## config.mk

```make
export PLATFORM = sky130hd
export DESIGN_NAME = regfile_mp
export DESIGN_NICKNAME = d
export VERILOG_FILES = /design/src/rtl/regfile_mp.sv
export SDC_FILE = /design/constraint.sdc
export NUM_CORES = 1
export LEC_CHECK = 0
export BUFFER_PORTS_ARGS = -buffer_cell sky130_fd_sc_hd__buf_4
export CORE_MARGIN = 3
export CORE_UTILIZATION = 45
export DETAILED_ROUTE_END_ITERATION = 16
export GPL_TIMING_DRIVEN = 1
export PLACE_DENSITY = 0.61
export SLEW_MARGIN = 20
export SYNTH_ARGS = -nofsm -noshare
export SYNTH_HDL_FRONTEND = slang
export SYNTH_SLANG_ARGS = --single-unit
export TNS_END_PERCENT = 50
```

## constraint.sdc

```tcl
create_clock -name clk -period 4.2 [get_ports clk]
set_input_delay 0.84 -clock clk [delete_from_list [all_inputs] [get_ports clk]]
set_output_delay 0.84 -clock clk [all_outputs]
set_load 0.1 [all_outputs]
```

## src/rtl/regfile_mp.sv

```systemverilog
// Parametrised register file: two combinational read ports, one write port,
// per-register valid bits and a sequenced post-reset clear sweep.
// Optional write-through bypass is enabled by defining REGFILE_MP_BYPASS_EN.
module regfile_mp #(
  parameter int n     = 16,
  parameter int nregs = 8,
  localparam int aw   = $clog2(nregs)
) (
  input  logic          clk,
  input  logic          reset,
  input  logic [n-1:0]  data_in,
  input  logic [aw-1:0] writenum,
  input  logic          write,
  input  logic [aw-1:0] readnum_a,
  input  logic [aw-1:0] readnum_b,
  output logic [n-1:0]  data_out_a,
  output logic [n-1:0]  data_out_b,
  output logic          valid_a,
  output logic          valid_b,
  output logic          busy,
  output logic          write_ok
);

  typedef enum logic {
    CLEAR = 1'b0,
    IDLE  = 1'b1
  } state_t;

  // One extra bit so the index range check also works when nregs is a power of two.
  localparam logic [aw:0]   nregs_ext = (aw+1)'(nregs);
  localparam logic [aw-1:0] last_idx  = aw'(nregs - 1);

  state_t               state_reg;
  logic [aw-1:0]        idx_reg;
  logic                 busy_reg;
  logic [nregs-1:0]     vbits_reg;
  logic [n-1:0]         regs [nregs];

  logic                 wr_en;
  logic [aw-1:0]        wr_addr;
  logic [n-1:0]         wr_data;

  logic [aw-1:0]        rd_idx   [2];
  logic [n-1:0]         rd_data  [2];
  logic                 rd_valid [2];

  assign busy     = busy_reg;
  assign write_ok = write & ~busy_reg & ({1'b0, writenum} < nregs_ext);

  // Control FSM and valid bits; the array itself is never reset directly.
  always_ff @(posedge clk) begin
    if (reset) begin
      state_reg <= CLEAR;
      idx_reg   <= '0;
      busy_reg  <= 1'b1;
      vbits_reg <= '0;
    end else begin
      case (state_reg)
        CLEAR: begin
          vbits_reg[idx_reg] <= 1'b0;
          if (idx_reg == last_idx) begin
            state_reg <= IDLE;
            busy_reg  <= 1'b0;
            idx_reg   <= '0;
          end else begin
            idx_reg <= idx_reg + 1'b1;
          end
        end
        IDLE: begin
          if (write_ok) begin
            vbits_reg[writenum] <= 1'b1;
          end
        end
        default: begin
          state_reg <= CLEAR;
          idx_reg   <= '0;
          busy_reg  <= 1'b1;
        end
      endcase
    end
  end

  // Single array write port shared by the clear sweep and normal writes.
  always_comb begin
    wr_en   = 1'b0;
    wr_addr = '0;
    wr_data = '0;
    if (!reset) begin
      if (state_reg == CLEAR) begin
        wr_en   = 1'b1;
        wr_addr = idx_reg;
      end else if (write_ok) begin
        wr_en   = 1'b1;
        wr_addr = writenum;
        wr_data = data_in;
      end
    end
  end

  always_ff @(posedge clk) begin
    if (wr_en) begin
      regs[wr_addr] <= wr_data;
    end
  end

  assign rd_idx[0] = readnum_a;
  assign rd_idx[1] = readnum_b;

  // Read ports are masked to zero while the sweep runs or the index is out of range.
  generate
    for (genvar gi = 0; gi < 2; gi++) begin : g_rd
      always_comb begin
        rd_data[gi]  = '0;
        rd_valid[gi] = 1'b0;
        if (!busy_reg && ({1'b0, rd_idx[gi]} < nregs_ext)) begin
          rd_data[gi]  = regs[rd_idx[gi]];
          rd_valid[gi] = vbits_reg[rd_idx[gi]];
        end
`ifdef REGFILE_MP_BYPASS_EN
        if (write_ok && (rd_idx[gi] == writenum)) begin
          rd_data[gi]  = data_in;
          rd_valid[gi] = 1'b1;
        end
`endif
      end
    end
  endgenerate

  assign data_out_a = rd_data[0];
  assign data_out_b = rd_data[1];
  assign valid_a    = rd_valid[0];
  assign valid_b    = rd_valid[1];

endmodule

```

# Word-level counts from Yosys, hierarchy flattened
# Memory sizes are Yosys's and may differ from the RTL's.
# Cells that the tools add are included.
word_totals:
  regBits: 13
  latchBits: 0
  ramBits: 128
  mem_bits_ro: 0
  inputBits: 28
  output_inout_bits: 36
  word_cells: 51
  memories: 1
mem_list:
  columns: ["memory", "depth", "width", "rd", "rd_ports_with_merged_regs", "wr", "line_no", "rtl"]
  rows:
  - ["regs", 8, 16, 2, 0, 1, "37", "logic [n-1:0] regs [nregs];"]
op_classes:
  n_addsub: 1
  multipliers: 0
  div: 0
  magnitude_cmp: 6
  eq_ne: 2
  shifts: 0
  mux: 28
  n_bitwise: 6
  n_reduce_logical: 3
ops:
  columns: ["op", "n"]
  rows:
  - ["two-way mux 16 bit", 5]
  - ["< comparator 3 x 4 -> 1 bit, second input constant", 4]
  - ["case mux 8 bit (2 select lines)", 1]
  - ["two-way mux 1 bit", 13]
  - ["two-way mux 3 bit", 4]
  - ["bitwise AND 8 bit", 1]
  - ["two-way mux 8 bit", 1]
  - ["inverter 8 bit", 1]
  - ["OR 8 bit", 1]
  - ["binary-select mux 1 bit (select 3 bit)", 2]
  - ["demux 1 bit (select 3 bit)", 2]
  - ["greater-or-equal comparator 3 x 1 -> 1 bit, second input constant", 2]
  - ["adder 3 x 1 -> 3 bit, second input constant", 1]
  - ["== test 3 bit, second input constant", 1]
  - ["logical AND 1 bit", 2]
  - ["inequality test 2 bit, second input constant", 1]
  - ["inverter 1 bit", 2]
  - ["AND reduction 2 bit", 1]
  - ["bitwise AND 1 bit", 1]

# Longest topological paths before layout
logic_depth:
  depth_word: 7
  depth_mapped: 5
  ltp_nobuf: 5

# Worst setup path after synthesis
# OpenSTA, ideal clock, no wires.
synth_path:
  path_kind: "register to register"
  startpoint: "register busy_reg (netlist: busy)"
  endpoint: "memory regs[1][0], enable pin"
  setup_ns: 0.436
  arrival_ns: 3.692
  t_required_ns: 3.764
  setup_slack_ns: 0.072
  stages_incl_launch_ff: 5
  path_buffers: 0
  period_less_slack_ns: 4.128
  path_cell_list: "dfxtp_1 -> nand2b_1 -> inv_1 -> a21boi_0 -> nor4b_1"
synth_via:
  elab_chain_cells: 7
  word_cells_on_any_way: 10
  classes_between: "8 x mux; 2 x bitwise"
synth_lines:
  columns: ["element", "line_no", "rtl"]
  rows:
  - ["start, declared", "35", "logic busy_reg;"]
  - ["start signal, assigned", "55", "busy_reg <= 1'b1;"]
  - ["start signal, assigned", "63", "busy_reg <= 1'b0;"]
  - ["start signal, assigned", "77", "busy_reg <= 1'b1;"]
  - ["inverter 1 bit *", "48", "assign write_ok = write & ~busy_reg & ({1'b0, writenum} < nregs_ext);"]
  - ["bitwise AND 1 bit *", "48", null]
  - ["named net write_ok", "21", "output logic write_ok"]
  - ["two-way mux 1 bit", "92", "end else if (write_ok) begin"]
  - ["two-way mux 1 bit", "89", "if (state_reg == CLEAR) begin"]
  - ["two-way mux 1 bit", "88", "if (!reset) begin"]
  - ["two-way mux 1 bit", "101", "if (wr_en) begin"]
  - ["two-way mux 1 bit (implied by the code)", "102", "regs[wr_addr] <= wr_data;"]
  - ["end, declared", "37", null]
# The timed path passes the listed nets; every way through them passes the cells marked *.

# Final worst setup path
layout_path:
  startpoint: "input port readnum_a[1]"
  endpoint: "output port data_out_a[12]"
layout_via:
  elab_chain_cells: 2
layout_lines:
  columns: ["element", "line_no", "rtl"]
  rows:
  - ["start, declared", "14", "input logic [aw-1:0] readnum_a,"]
  - ["memory (8 x 16 bit)", null, null]
  - ["two-way mux 16 bit", "115", "if (!busy_reg && ({1'b0, rd_idx[gi]} < nregs_ext)) begin"]
  - ["end, declared", "16", "output logic [n-1:0] data_out_a,"]
# No other way between the ends.

==> results by group <==
Layout
  – Layout area overhead: 17.7%
  – Commonest non-fill, non-tap cell in the layout: edfxtp_1
  – Most frequent cells in the layout: edfxtp_1 (128), buf_4 (70), mux4_1 (56)
  – Post-Layout Inst Area: 8370 um2
  – Final Non-Filler Cells: 678
  – N_diodes: 0
  – Nets@finish: 484
  – Max FFs per register: 128
  – Ratio of cells with drive above 1 in the final layout: 25.1%

Synth
  – Sequential area share after synthesis: 57.7%
  – Avg Cell Area, Syn: 18.0 um2
  – Syn_nets: 424
  – Ranking of synthesized cells by area: edfxtp_1 (54%), mux4_1 (21%), mux2i_1 (5.2%)
  – Area leader, netlist: edfxtp_1
  – Unique cell type count in the Yosys netlist: 40
  – Share of the synthesized area in the top cell type: 54.1%
  – Ys async rst share: 0%
  – Flops & latches, synth: 141
  – Top_reg_cell synth: edfxtp_1
  – Post-synth EDFFs: 128
  – Synth Instances: 394
  – Warnings from Yosys: 0
  – Area of the mapped netlist: 7110 um2

Critical path
  – Crit path DAT: 2.57 ns
  – CP Capture Type: primary output
  – CP startpoint kind: primary input
  – WS Path Type: in -> out
  – Worst reg-to-reg path cell count: 4
  – Worst path required time: 3.36 ns
  – Max Fanout on Critical Path: 34

Power and ir drop
  – Pwr Total: 0.00338 W
  – VDD IR max: 0.228 mV
  – Pwr/cell area: 404 nW/um2
  – Leak: 3.43 nW

Floorplanning
  – Core area: 15300 um2
  – Die Footprint: 17300 um2
  – Chip height: 132 um
  – Top-Level Pins: 64
  – Initial Util: 46.4%
  – Die X: 132 um
  – # rows: 45

Global routing
  – Vias in the first global route: 4030
  – First-pass GRT wire length: 23.0 mm
  – Initial antenna violation count: 0
  – Total track usage: 17.9%
  – Pin count of the biggest net entering global routing: 35
  – GRT overflow: 0

STA
  – Period utilisation layout: 81.2%
  – Post-layout min period: 3.41 ns
  – Fin Clk Skew: 0.00763 ns
  – Setup violators final: 0
  – Final hold vios: 0
  – Slew headroom: 36.5%
  – Total Negative Setup Slacks: 0 ns
  – Count of pins over their slew limit: 0
  – Unrepaired setup endpoints after global routing: false
  – Worst slew pin tran: 0.952 ns
  – Fmax: 293 MHz
  – Final WS setup: 0.790 ns

Min path
  – Hold Path Class: reg -> reg
  – Worst hold path depth: 2

Routing
  – Final WL: 14.8 mm
  – Detail-routed net length per standard cell: 21.8 um
  – DR vias/cell: 5.67
  – 1st-pass router iterations: 4
  – Vias: 3842
  – DR DRC count: 0
  – Initial drt markers: 290
  – Routed Antenna Nets: 0

Placed design
  – PortBufs: 63
  – Post-DP HPWL: 9.11 mm
  – Placed Cells: 646
  – Worst slack, placed: 0.793 ns
  – Area of placed instances: 7720 um2
  – RD Place Congestion: 0.764

CTS
  – H-tree depth: 4
  – Clk_lat worst skew: 0.41 ns
  – Clock root buffer: clkbuf_16
  – TritonCTS Sinks: 141
  – Post_cts resized: 0
  – Clk buf depth: 2
  – Post-CTS Setup Inserts: 0
  – Post-CTS Hold Buffers: 0
  – Clk pin slew, worst setup/hold paths: 0.05 ns
  – CTS tree: built
  – Num CTS Buffers: 17

Job
  – Number of max-capacitance violations reported: 0

Run status
  – Status: complete, no violations
==> routing by layer <==
| metal | vias up | routed length (um) | global-route usage [%] |
|---|---|---|---|
| li1 | 1792 | - | - |
| met1 | 1957 | 6010 | 22.0 |
| met2 | 89 | 8130 | 31.2 |
| met3 | 4 | 599 | 4.33 |
| met4 | 0 | 63 | 5.83 |
| met5 | - | 0 | 0 |
==> synth_stat cells, types with 4 or more instances <==
cell type / n
a2111oi_0: 6
nand2b_1: 4
buf_6: 4
nor2_1: 41
edfxtp_1: 128
clkbuf_1: 7
o21a_1: 6
a21oi_1: 4
and2_1: 18
buf_2: 11
dfxtp_1: 13
mux4_1: 56
mux4_2: 12
inv_1: 6
mux2i_1: 37
==> layout make-up <==
| type | count | area, um2 |
|---|---|---|
| well taps | 211 | 264 |
| flip-flops and latches | 141 | 4100 |
| fillers | 1228 | 6950 |
| multi-input cells | 217 | 2780 |
| repair buffers | 71 | 546 |
| inverters | 6 | 22.5 |
| clock inverters | 14 | 223 |
| clock buffers | 18 | 429 |
==> per-stage QoR <==
| stage | hold WS (ns) | util (%) |
|---|---|---|
| floorplan | 0.442 | - |
| detailed placement | 0.477 | 50.4 |
| global placement | 0.468 | 50.4 |
| CTS | 0.491 | 54.6 |
| finish | 0.486 | 54.6 |
| global route | 0.510 | 54.6 |
==> worst max-delay path, cell delays in order <==
cell and delay [ns]:
buf_4 0.47, mux4_1 0.64, mux2i_1 0.28, nor2_1 0.08
buf_4 0.24
==> path summary, 6_finish.rpt <==
check                       startpoint                   endpoint  slack (ns)
max                       readnum_a[1]             data_out_a[12]        0.79
min          vbits_reg[1]$_SDFFE_PP0P_  vbits_reg[1]$_SDFFE_PP0P_        0.49
min reg2reg  vbits_reg[1]$_SDFFE_PP0P_  vbits_reg[1]$_SDFFE_PP0P_        0.49
max reg2reg       state_reg$_SDFF_PP0_       regs[1][7]$_DFFE_PP_        1.37
==> cells by family (layout without fill, tap and decap cells) <==
logic type	Yosys count	count (layout)	synth area share, %
and+or+nand+nor	83	83	5.90
muxes	105	105	29.7
AOI/OAI and AO/OA	27	27	2.90
DFF	141	141	57.7
adders and majority gates	2	2	0.352
buffers and inverters	36	109	3.41
==> power breakdown <==
group          total, W  internal (W)  switching [W]
sequential      0.00155       0.00154      0.0000135
combinational  0.000206     0.0000974       0.000108
clock           0.00163       0.00110       0.000522
Power figures use the tool's default switching activity.
